## src/rtl/des_pkg.sv

```systemverilog
// des_pkg: shared DES tables, round count, scheduler state encoding and bit helpers
package des_pkg;

    localparam int DES_ROUNDS = 16;

    typedef enum logic {IDLE = 1'b0, RUN = 1'b1} state_t;

    localparam int PC1 [56] = '{
        57, 49, 41, 33, 25, 17,  9,  1, 58, 50, 42, 34, 26, 18,
        10,  2, 59, 51, 43, 35, 27, 19, 11,  3, 60, 52, 44, 36,
        63, 55, 47, 39, 31, 23, 15,  7, 62, 54, 46, 38, 30, 22,
        14,  6, 61, 53, 45, 37, 29, 21, 13,  5, 28, 20, 12,  4
    };

    localparam int PC2 [48] = '{
        14, 17, 11, 24,  1,  5,  3, 28, 15,  6, 21, 10,
        23, 19, 12,  4, 26,  8, 16,  7, 27, 20, 13,  2,
        41, 52, 31, 37, 47, 55, 30, 40, 51, 45, 33, 48,
        44, 49, 39, 56, 34, 53, 46, 42, 50, 36, 29, 32
    };

    localparam int SHIFT [1:16] = '{1, 1, 2, 2, 2, 2, 2, 2, 1, 2, 2, 2, 2, 2, 2, 1};

    function automatic logic [55:0] pc1(input logic [63:0] k);
        logic [55:0] r;
        for (int i = 0; i < 56; i++) r[55-i] = k[64-PC1[i]];
        return r;
    endfunction

    function automatic logic [27:0] rotl(input logic [27:0] x, input logic two);
        return two ? {x[25:0], x[27:26]} : {x[26:0], x[27]};
    endfunction

    function automatic logic [27:0] rotr(input logic [27:0] x, input logic two);
        return two ? {x[1:0], x[27:2]} : {x[0], x[27:1]};
    endfunction

endpackage

```

## src/rtl/des_pc2_permute.sv

```systemverilog
// des_pc2_permute: combinational PC2 wiring from {C,D} (56 bits) to a 48-bit subkey
module des_pc2_permute
    import des_pkg::*;
(
    input  logic [55:0] cd,
    output logic [47:0] subkey
);

    genvar i;
    for (i = 0; i < 48; i++) begin : g_bit
        assign subkey[47-i] = cd[56-PC2[i]];
    end

    logic unused_cd;
    assign unused_cd = ^{cd[47], cd[38], cd[34], cd[31], cd[21], cd[18], cd[13], cd[2]};

endmodule

```

## src/rtl/des_key_scheduler.sv

```systemverilog
// des_key_scheduler: sequential DES subkey generator, K1..K16 or K16..K1 under valid/ready
module des_key_scheduler
    import des_pkg::*;
#(
    parameter int KEY_WIDTH    = 64,
    parameter int SUBKEY_WIDTH = 48,
    parameter int ROUNDS       = DES_ROUNDS
) (
    input  logic                    i_clk,
    input  logic                    i_rst,
    input  logic                    i_start,
    input  logic [KEY_WIDTH-1:0]    i_key,
    input  logic                    i_decrypt,
    input  logic                    i_ready,
    output logic [SUBKEY_WIDTH-1:0] o_subkey,
    output logic [3:0]              o_round,
    output logic                    o_valid,
    output logic                    o_busy,
    output logic                    o_done
);

    state_t      state;
    logic [27:0] c, d;
    logic [4:0]  cnt, nr;
    logic        mode, two;
    logic [55:0] pk;

    assign pk      = pc1(i_key);
    assign o_valid = state == RUN;
    assign o_busy  = state == RUN;

    always_comb begin
        nr      = mode ? 5'd17 - cnt : cnt + 5'd1;
        two     = (nr inside {[5'd1:5'd16]}) ? SHIFT[int'(nr)] == 2 : 1'b0;
        o_round = (state == RUN) ? (mode ? 4'(5'd17 - cnt) : cnt[3:0]) : 4'd0;
    end

    des_pc2_permute u_pc2 (
        .cd     ({c, d}),
        .subkey (o_subkey)
    );

    always_ff @(posedge i_clk) begin
        if (i_rst) begin
            state  <= IDLE;
            c      <= '0;
            d      <= '0;
            cnt    <= '0;
            mode   <= 1'b0;
            o_done <= 1'b0;
        end else begin
            o_done <= 1'b0;
            if (state == IDLE) begin
                if (i_start) begin
                    state <= RUN;
                    cnt   <= 5'd1;
                    mode  <= i_decrypt;
                    c     <= i_decrypt ? pk[55:28] : rotl(pk[55:28], SHIFT[1] == 2);
                    d     <= i_decrypt ? pk[27:0] : rotl(pk[27:0], SHIFT[1] == 2);
                end
            end else if (i_ready) begin
                if (cnt == 5'(ROUNDS)) begin
                    state  <= IDLE;
                    cnt    <= '0;
                    o_done <= 1'b1;
                end else begin
                    cnt <= cnt + 5'd1;
                    c   <= mode ? rotr(c, two) : rotl(c, two);
                    d   <= mode ? rotr(d, two) : rotl(d, two);
                end
            end
        end
    end

endmodule

```

## config.mk

```make
export PLATFORM = sky130hd
export DESIGN_NAME = des_key_scheduler
export DESIGN_NICKNAME = d
export VERILOG_FILES = /design/src/rtl/des_pkg.sv /design/src/rtl/des_pc2_permute.sv /design/src/rtl/des_key_scheduler.sv
export SDC_FILE = /design/constraint.sdc
export NUM_CORES = 1
export LEC_CHECK = 0
export ABC_AREA = 1
export CORE_MARGIN = 2
export CORE_UTILIZATION = 52
export CTS_CLUSTER_SIZE = 8
export DETAILED_ROUTE_END_ITERATION = 8
export GPL_ROUTABILITY_DRIVEN = 0
export PLACE_DENSITY_LB_ADDON = 0.3
export SYNTH_ARGS = -nofsm -noshare
export SYNTH_HDL_FRONTEND = slang
export SYNTH_SLANG_ARGS = --single-unit
export TNS_END_PERCENT = 10
```

## constraint.sdc

```tcl
create_clock -name i_clk -period 2.8 [get_ports i_clk]
set_clock_uncertainty 0.2 [all_clocks]
set_input_delay 0.7 -clock i_clk [delete_from_list [all_inputs] [get_ports i_clk]]
set_output_delay 0.7 -clock i_clk [all_outputs]
set_load 0.1 [all_outputs]
```

==> qor.yml <==
logic_synthesis:
  netlist_area_mm2: 0.00536
  yosysSeqAreaShare_pct: 23.9
  synth_top_area_cell: "dfxtp_1"
  synthFlopType: "dfxtp_1"
  synth-seq-cells: 64
  synth_top_area_share_pct: 23.9
  synth_area_per_cell_um2: 6.08
  synthTopCellsByArea: "dfxtp_1, nand3_1, nor2_1"
  synth_commonest_cells: "nand3_1, nor2_1, o21ai_0"
  postSynthCellCount: 881
  synth_edf_count: 0
  ys_warn_count: 0
  synth_nets: 956
  yosysMostFrequentCell: "nand3_1"
  ys_types: 26
  async_flop_share_pct: 0
detailed_routing:
  wl_um: 15500
  route.detailed.drc: 0
  ant_nets: 0
  wire_per_inst_um: 14.9
  detail_route.first_pass.iterations: 5
  vias: 6120
  viasPerCell: 5.86
  drt-initial-drc-count: 458
cts:
  root_buffer: "clkbuf_8"
  cts_setup_buffers: 0
  cts_buffers: 9
  clockBufferDepth: 2
  htree_num_levels: 3
  cts_resized: 0
  clk_pin_slew_ps: 70
  cts_tree: "done"
  cts.sinks: 64
  worstSkewPairLatency_ps: 340
  hold_buffers: 0
run:
  cap_violations: 0
pwr:
  power_density_mw_per_mm2: 564
  p_leak_nw: 2.61
  peakVddDrop_v: 0.000278
final_layout:
  num-fill-cells: 985
  drive_above_1_share_pct: 14.6
  nNetsFinal: 979
  syn2layout_area_growth_pct: 16.7
  antenna_cells: 0
  final_core_util_pct: 61.6
sta:
  setup_viol: 0
  setup_tns_ps: 0
  period_minus_slack_ps: 2650
  hold_viol: 0
  max_freq_mhz: 377
  rsz0062_at_grt: "no"
  finalCritPeriodShare_pct: 94.7
  finalMaxSlewViolations: 0
  worst_slew_pin_slew_ps: 486
  slew_headroom_pct: 67.6
  hold_slack_ps: 343
placed_design:
  hpwl_um: 10600
  io_buffers: 115
floorplan:
  num_rows: 37
  dieWidth_um: 105
  die_area_mm2: 0.0111
  start_util_pct: 52.8
  core_area_mm2: 0.0101
  io_pins: 124
  die_h_um: 105
setup_path:
  cp-start-kind: "flip-flop"
  r2r_start: "cnt[1]$_SDFFE_PP0P_"
  slowest_delay_ps: 440
  r2r_slack_ps: 280
  worst_path_max_delay_cell: "dfxtp_1"
  crit_chain: "inv_1 > ha_1 > nor2_1 > a211oi_4 > buf_12"
  end_kind: "output pin"
  worstPathMaxFanout: 6
  critPathKind: "reg2out"
  r2r_end: "c[23]$_SDFFE_PP0P_"
  crit_required_ps: 1900
  critPathArrivalTime_ps: 1750
  reg2reg_depth: 11
global_routing:
  antenna_found_initial: 0
  grt_pass1_wl_um: 25800
  grt_pass1_vias: 5545
  grt.total_usage_pct: 27.4
  grt_overflow_total: 0
  grt_max_degree: 57
min_path:
  holdPathEnd: "d[13]$_SDFFE_PP0P_"
  hold_path.class: "reg2reg"
  min_delay_path_depth: 2
  min_from: "d[13]$_SDFFE_PP0P_"
run_status:
  outcome: "completed"
[per-stage QoR]
step | setup WS (ps) | area [um^2] | total power [mW] | cells
after detailed placement | 305 | 6070 | 2.78 | 1029
after floorplan | 28.1 | 5380 | 2.52 | 881
final | 149 | 6250 | 3.52 | 1044
after CTS | 139 | 6250 | 3.53 | 1044
after global placement | 342 | 6070 | 2.74 | 1029
after global routing | 80.2 | 6250 | 3.70 | 1044
[power by group]
| group | internal (mW) | switching (mW) | total [mW] | leakage, nW |
|---|---|---|---|---|
| sequential | 1.00 | 0.112 | 1.11 | 0.531 |
| clock | 0.392 | 0.355 | 0.747 | 0.0898 |
| combinational | 0.475 | 1.19 | 1.66 | 1.99 |
| total | 1.87 | 1.65 | 3.52 | 2.61 |
[layer usage]
layer  track usage, %  wire length, um
met4             8.10              254
met5                0                0
met2             49.2             7820
met1             34.2             6300
met3             3.34             1150
[critical path: cells and delay by family (launching register included)]
family / cells / cell delay (ps)
AO/OA/AOI/OAI: 1 / 270
adder cells (fa/ha/maj): 1 / 300
buffers and inverters: 2 / 330
flip-flops: 1 / 440
AND/OR/NAND/NOR: 1 / 70
[cell families after synthesis]
logic type / share of synthesized area, %
and+or+nand+nor: 41.2
AOI/OAI and AO/OA: 17.4
buffers and inverters: 15.8
DFF: 23.9
adders and majority gates: 1.40
xor gates and xnor gates: 0.327
[area by class of cell]
class                      instances  area (um^2)  share of cell area (%)
timing repair buffer             135         1290                    20.6
tap                              136          170                    2.72
multi-input combinational        676         3260                    52.2
clock buffer                      15          176                    2.82
inverter                          18         67.6                    1.08
sequential                        64         1290                    20.6
[cell usage in the layout, fill, tap and decap left out, types with 2 or more instances in the layout]
master / netlist / layout
clkbuf_1: 35 / 3
o21ai_0: 107 / 107
ha_1: 6 / 6
clkdlybuf4s50_1: 0 / 60
nand2_1: 44 / 44
nor2_1: 172 / 172
xor2_1: 2 / 2
inv_1: 12 / 12
a21oi_1: 62 / 61
o21ai_1: 9 / 9
buf_12: 3 / 10
inv_2: 6 / 6
clkbuf_8: 0 / 12
nand3_1: 232 / 232
nand2_2: 34 / 34
dfxtp_1: 64 / 62
buf_4: 60 / 65
[how the worst max path moves through the flow]
stage | startpoint | to | depth (start not counted)
final | cnt[1]$_SDFFE_PP0P_ | o_round[2] | 5
after global routing | cnt[1]$_SDFFE_PP0P_ | o_round[3] | 6
after CTS | cnt[1]$_SDFFE_PP0P_ | o_round[2] | 5
after detailed placement | i_ready | c[2]$_SDFFE_PP0P_ | 10
after global placement | i_ready | c[6]$_SDFFE_PP0P_ | 10
after floorplan | o_busy$_SDFF_PP0_ | o_round[2] | 4
[registers in the layout, summed over array words and instances (netlist names)]
register / count
cnt: 5
o_busy: 1
c: 28
d: 28
mode: 1
o_done: 1
Note: power is estimated with default switching activity, not from simulation.
